**src/rtl/ea_calc.sv**
```systemverilog
// 8086 ModR/M effective-address calculator: snapshots BX/BP/SI/DI on accept,
// forms base + displacement, selects the default or override segment, holds until ack.
module ea_calc #(
   parameter int ADD_STAGE = 1
) (
   input  logic        clk,
   input  logic        reset,
   input  logic        start,
   input  logic [7:0]  modrm,
   input  logic [15:0] disp,
   input  logic        seg_ovr_en,
   input  logic [1:0]  seg_ovr,
   input  logic [15:0] bx,
   input  logic [15:0] bp,
   input  logic [15:0] si,
   input  logic [15:0] di,
   input  logic        ack,
   output logic        busy,
   output logic        valid,
   output logic [15:0] ea,
   output logic [1:0]  seg,
   output logic        is_reg,
   output logic [2:0]  reg_sel
);

   // Handshake: start is taken only in IDLE. The result is presented with valid=1
   // and held unchanged until the consumer raises ack, which completes on that edge.
   typedef enum logic [1:0] {IDLE, SUM, ADD, DONE} state_t;

   localparam bit TWO_CYC = (ADD_STAGE != 0);

   state_t      state, state_next;
   logic        load_out;

   logic [1:0]  mod_q;
   logic [2:0]  rm_q;
   logic [15:0] disp_q;
   logic        ovr_en_q;
   logic [1:0]  ovr_q;
   logic [15:0] bx_q, bp_q, si_q, di_q;
   logic [15:0] base_q;

   logic [15:0] base;
   logic [15:0] disp_ext;
   logic [15:0] ea_next;
   logic [1:0]  seg_next;

   logic [15:0] ea_q;
   logic [1:0]  seg_q;
   logic        is_reg_q;
   logic [2:0]  reg_sel_q;

   // The reg field of ModR/M selects the other operand and plays no part here.
   logic        unused_reg_field;
   assign unused_reg_field = ^modrm[5:3];

   always_comb begin
      base = 16'h0000;
      case (rm_q)
         3'd0: base = bx_q + si_q;
         3'd1: base = bx_q + di_q;
         3'd2: base = bp_q + si_q;
         3'd3: base = bp_q + di_q;
         3'd4: base = si_q;
         3'd5: base = di_q;
         3'd6: base = (mod_q == 2'b00) ? 16'h0000 : bp_q;
         3'd7: base = bx_q;
         default: base = 16'h0000;
      endcase
   end

   always_comb begin
      disp_ext = 16'h0000;
      case (mod_q)
         2'b00:   disp_ext = (rm_q == 3'd6) ? disp_q : 16'h0000;
         2'b01:   disp_ext = {{8{disp_q[7]}}, disp_q[7:0]};
         2'b10:   disp_ext = disp_q;
         default: disp_ext = 16'h0000;
      endcase
   end

   // BP-based modes default to SS; the mod00 rm110 direct form has no base and stays DS.
   always_comb begin
      seg_next = 2'd3;
      if (mod_q == 2'b11)
         seg_next = 2'd3;
      else if (ovr_en_q)
         seg_next = ovr_q;
      else if (rm_q == 3'd2 || rm_q == 3'd3 || (rm_q == 3'd6 && mod_q != 2'b00))
         seg_next = 2'd2;
   end

   always_comb begin
      ea_next = 16'h0000;
      if (mod_q != 2'b11)
         ea_next = (TWO_CYC ? base_q : base) + disp_ext;
   end

   always_comb begin
      state_next = state;
      load_out   = 1'b0;
      case (state)
         IDLE: if (start) state_next = SUM;
         SUM: begin
            if (TWO_CYC) begin
               state_next = ADD;
            end else begin
               state_next = DONE;
               load_out   = 1'b1;
            end
         end
         ADD: begin
            state_next = DONE;
            load_out   = 1'b1;
         end
         DONE: if (ack) state_next = IDLE;
         default: state_next = IDLE;
      endcase
   end

   always_ff @(posedge clk) begin
      if (reset) begin
         state     <= IDLE;
         mod_q     <= 2'b00;
         rm_q      <= 3'd0;
         disp_q    <= 16'h0000;
         ovr_en_q  <= 1'b0;
         ovr_q     <= 2'd0;
         bx_q      <= 16'h0000;
         bp_q      <= 16'h0000;
         si_q      <= 16'h0000;
         di_q      <= 16'h0000;
         base_q    <= 16'h0000;
         ea_q      <= 16'h0000;
         seg_q     <= 2'd3;
         is_reg_q  <= 1'b0;
         reg_sel_q <= 3'd0;
      end else begin
         state <= state_next;
         if (state == IDLE && start) begin
            mod_q    <= modrm[7:6];
            rm_q     <= modrm[2:0];
            disp_q   <= disp;
            ovr_en_q <= seg_ovr_en;
            ovr_q    <= seg_ovr;
            bx_q     <= bx;
            bp_q     <= bp;
            si_q     <= si;
            di_q     <= di;
         end
         if (state == SUM)
            base_q <= base;
         if (load_out) begin
            ea_q      <= ea_next;
            seg_q     <= seg_next;
            is_reg_q  <= (mod_q == 2'b11);
            reg_sel_q <= rm_q;
         end
      end
   end

   assign busy    = (state != IDLE);
   assign valid   = (state == DONE);
   assign ea      = ea_q;
   assign seg     = seg_q;
   assign is_reg  = is_reg_q;
   assign reg_sel = reg_sel_q;

endmodule

```
**config.mk**
```make
export PLATFORM = sky130hd
export DESIGN_NAME = ea_calc
export DESIGN_NICKNAME = d
export VERILOG_FILES = /design/src/rtl/ea_calc.sv
export SDC_FILE = /design/constraint.sdc
export NUM_CORES = 1
export LEC_CHECK = 0
export BUFFER_PORTS_ARGS = -buffer_cell sky130_fd_sc_hd__buf_2
export CAP_MARGIN = 20
export CORE_AREA = 3 3 129 131
export DETAILED_ROUTE_END_ITERATION = 8
export DIE_AREA = 0 0 132 134
export HOLD_SLACK_MARGIN = 0.03
export PLACE_DENSITY_LB_ADDON = 0.05
export SYNTH_ARGS = -nofsm -noshare
export SYNTH_HDL_FRONTEND = slang
export SYNTH_SLANG_ARGS = --single-unit
```
**constraint.sdc**
```tcl
create_clock -name clk -period 4.4 [get_ports clk]
set_input_delay 0.22 -clock clk [delete_from_list [all_inputs] [get_ports clk]]
set_output_delay 0.22 -clock clk [all_outputs]
set_load 0.02 [all_outputs]
```
==> impl_metrics.env <==
export IMPL_synth_top_area_share_pct=32.37
export IMPL_core_area_um2=15710
export IMPL_dp_hpwl_mm=15.75
export IMPL_layout_setup_ws_ns=0.8571
export IMPL_end_kind="register"
export IMPL_die_w_um=132
export IMPL_cts_setup_buffers=0
export IMPL_rows=46
export IMPL_post_place_ws_ns=0.9101
export IMPL_grt_start_max_net_pins=69
export IMPL_area_growth_pct=23.69
export IMPL_grt_use_met2_pct=43.19
export IMPL_cts_clk_slew_worst_paths_ns=0.06
export IMPL_routedWlPerCell_um=15.83
export IMPL_rsz0062_at_grt="no"
export IMPL_post_synth_top_area_cell="dfxtp_1"
export IMPL_start_kind="register"
export IMPL_postCtsResizedCells=0
export IMPL_viasPerCell=5.472
export IMPL_cts_root_buffer="clkbuf_16"
export IMPL_crit_type="register to register"
export IMPL_cp_arrival_ns=3.81
export IMPL_fin_crit_sh_pct=80.52
export IMPL_postRouteAntennaNets=0
export IMPL_syn_nets=1172
export IMPL_drcViolationCount=0
export IMPL_synth_edf_count=0
export IMPL_gp_congestion=0.9488
export IMPL_ys_seq_area_share_pct=32.37
export IMPL_clockBufferDepth=2
export IMPL_status="complete, no violations"
export IMPL_hold_viol_final=0
export IMPL_min_period_ns=3.543
export IMPL_die_h_um=134
export IMPL_maxCapViolCount=0
export IMPL_final_layout_size_suffix_gt1_share_pct=17.62
export IMPL_grt_pass1_vias=7250
export IMPL_grt_antenna_before_repair=0
export IMPL_async_reset_ff_share_pct=0
export IMPL_ys_ff_latch=128
export IMPL_skew_ns=0.008061
export IMPL_track_usage_pct=25.03
export IMPL_maxSlewHeadroom_pct=46.38
export IMPL_use_met3_pct=4.801
export IMPL_synthTopCellsByCount="nand2_1, a21oi_1, dfxtp_1"
export IMPL_slowest_delay_ns=0.51
export IMPL_crit_path_top_delay_cell="dfxtp_1"
export IMPL_crit_family="compound AO/OA/AOI/OAI gates"
export IMPL_crit_chain="nand3b_1 -> buf_4 -> mux2_2 -> fa_1 -> a211oi_1 -> o21bai_1 -> a21boi_1 -> a21boi_0 -> or3_1 -> a31oi_1 -> a311oi_1"
export IMPL_grt_overflow_total=0
export IMPL_hold_ws_ns=0.04288
export IMPL_setup_viol=0
export IMPL_drt_iter0_drc=499
export IMPL_synthCells=1023
export IMPL_ys_flop_type="dfxtp_1"
export IMPL_cts_tree="yes"
export IMPL_power_density_nw_per_um2=490.1
export IMPL_cts_htree_levels=4
export IMPL_synth_area_per_cell_um2=7.738
export IMPL_ir_drop_v=0.0003674
export IMPL_worst_slew_pin_slew_ns=0.8035
export IMPL_tns_ns=0
export IMPL_wl_mm=22.02
export IMPL_grt_pass1_wl_mm=35.85
export IMPL_numPortBuffers=115
export IMPL_hp_class="input pin to register"
export IMPL_slew_violations=0
export IMPL_io_pins=119
export IMPL_p_leak_uw=0.004164
export IMPL_cts_sinks=128
export IMPL_cp_max_fo=19
export IMPL_grt_use_met1_pct=31.51
export IMPL_clk_latency_ns=0.42
export IMPL_yosysUniqueCellTypes=73
export IMPL_drt_pass1_iterations=7
export IMPL_start_util_pct=50.38
export IMPL_clock_fmax_mhz=282.3
export IMPL_numCtsBuffers=17
export IMPL_antenna_cells=0
export IMPL_fp_dieArea_um2=17690
export IMPL_netlist_area_um2=7916
export IMPL_grt_busiest_layer="met2"
export IMPL_layout_nets=1311
export IMPL_vias=7612
export IMPL_yosys_warnings=0
export IMPL_critical_path_buf_inv_count=1
export IMPL_synth_area_leaders="dfxtp_1, nand2_1, a21oi_1"
export IMPL_required_ns=4.66
export IMPL_yosysMostFrequentCell="nand2_1"
## final cells by class
class | instances | area [um^2]
fill | 1474 | 5921
multi-input combinational | 815 | 5046
sequential | 128 | 2562
timing repair buffer | 179 | 1179
clock buffer | 18 | 429.2
tap | 216 | 270.3
clock inverter | 14 | 226.5
inverter | 21 | 78.83
## tightest hold or removal path: cells and delay by family
family          cells  cell delay (ns)
buf+inv             1             0.09
simple gates        1             0.05
compound gates      1             0.05
## layout by cell type (no fill, tap or decap), types with 19 or more instances in the layout
| master | count |
|---|---|
| mux2_2 | 27 |
| buf_2 | 114 |
| nor2_1 | 46 |
| nand2_1 | 239 |
| a21oi_1 | 138 |
| a21o_1 | 21 |
| o21ai_0 | 40 |
| mux2i_1 | 20 |
| dfxtp_1 | 128 |
| dlygate4sd3_1 | 48 |
| nand3_1 | 21 |
| ha_1 | 51 |
| xnor2_1 | 19 |
| inv_1 | 20 |
## report_power, final
group	total, uW	leakage [uW]	internal [uW]	switching (uW)
Clock	1560	0.000313	1020	550
Combinational	1670	0.00281	665	1010
Sequential	1560	0.00105	1370	191
Total	4800	0.00416	3050	1750
## path summary, 6_finish.rpt
kind               from          to  slack, ns  cells after the start
max             rm_q[2]  base_q[10]       0.86                     11
min            disp[14]  disp_q[14]       0.04                      3
max reg2reg     rm_q[2]  base_q[10]       0.86                     11
min reg2reg  base_q[11]  base_q[11]       0.44                      2
## what timing repair did
item,4_1_cts,5_1_grt
setup endpoints to repair,0,0
endpoints found under the hold margin,48,0
hold buffers,48,0
## per-layer routing
layer	share of wire (%)	vias to the layer above	wire, um
met2	49	184	10730
met1	45	3502	9821
met5	0	-	0
li1	-	3890	-
met3	4.5	36	995
met4	2.1	0	471
## stage by stage
stage	util, %	std cells	area, um^2	power, uW
after floorplan	-	1023	7916	2775
after global placement	55.09	1311	8656	3198
after detailed placement	55.09	1311	8656	3221
after CTS	62.32	1391	9792	4835
after global routing	62.32	1391	9792	5112
final	62.32	1391	9792	4799
## logic make-up (layout without fill, tap and decap cells)
group | Yosys count | after routing | synth area share (%)
xor+xnor | 31 | 31 | 3.430
compound gates | 306 | 306 | 24.45
simple gates | 376 | 376 | 20.48
fa+ha+maj | 54 | 54 | 8.819
flops | 128 | 128 | 32.37
mux | 48 | 48 | 6.512
buf+inv | 80 | 232 | 3.935
Power figures use the tool's default switching activity.
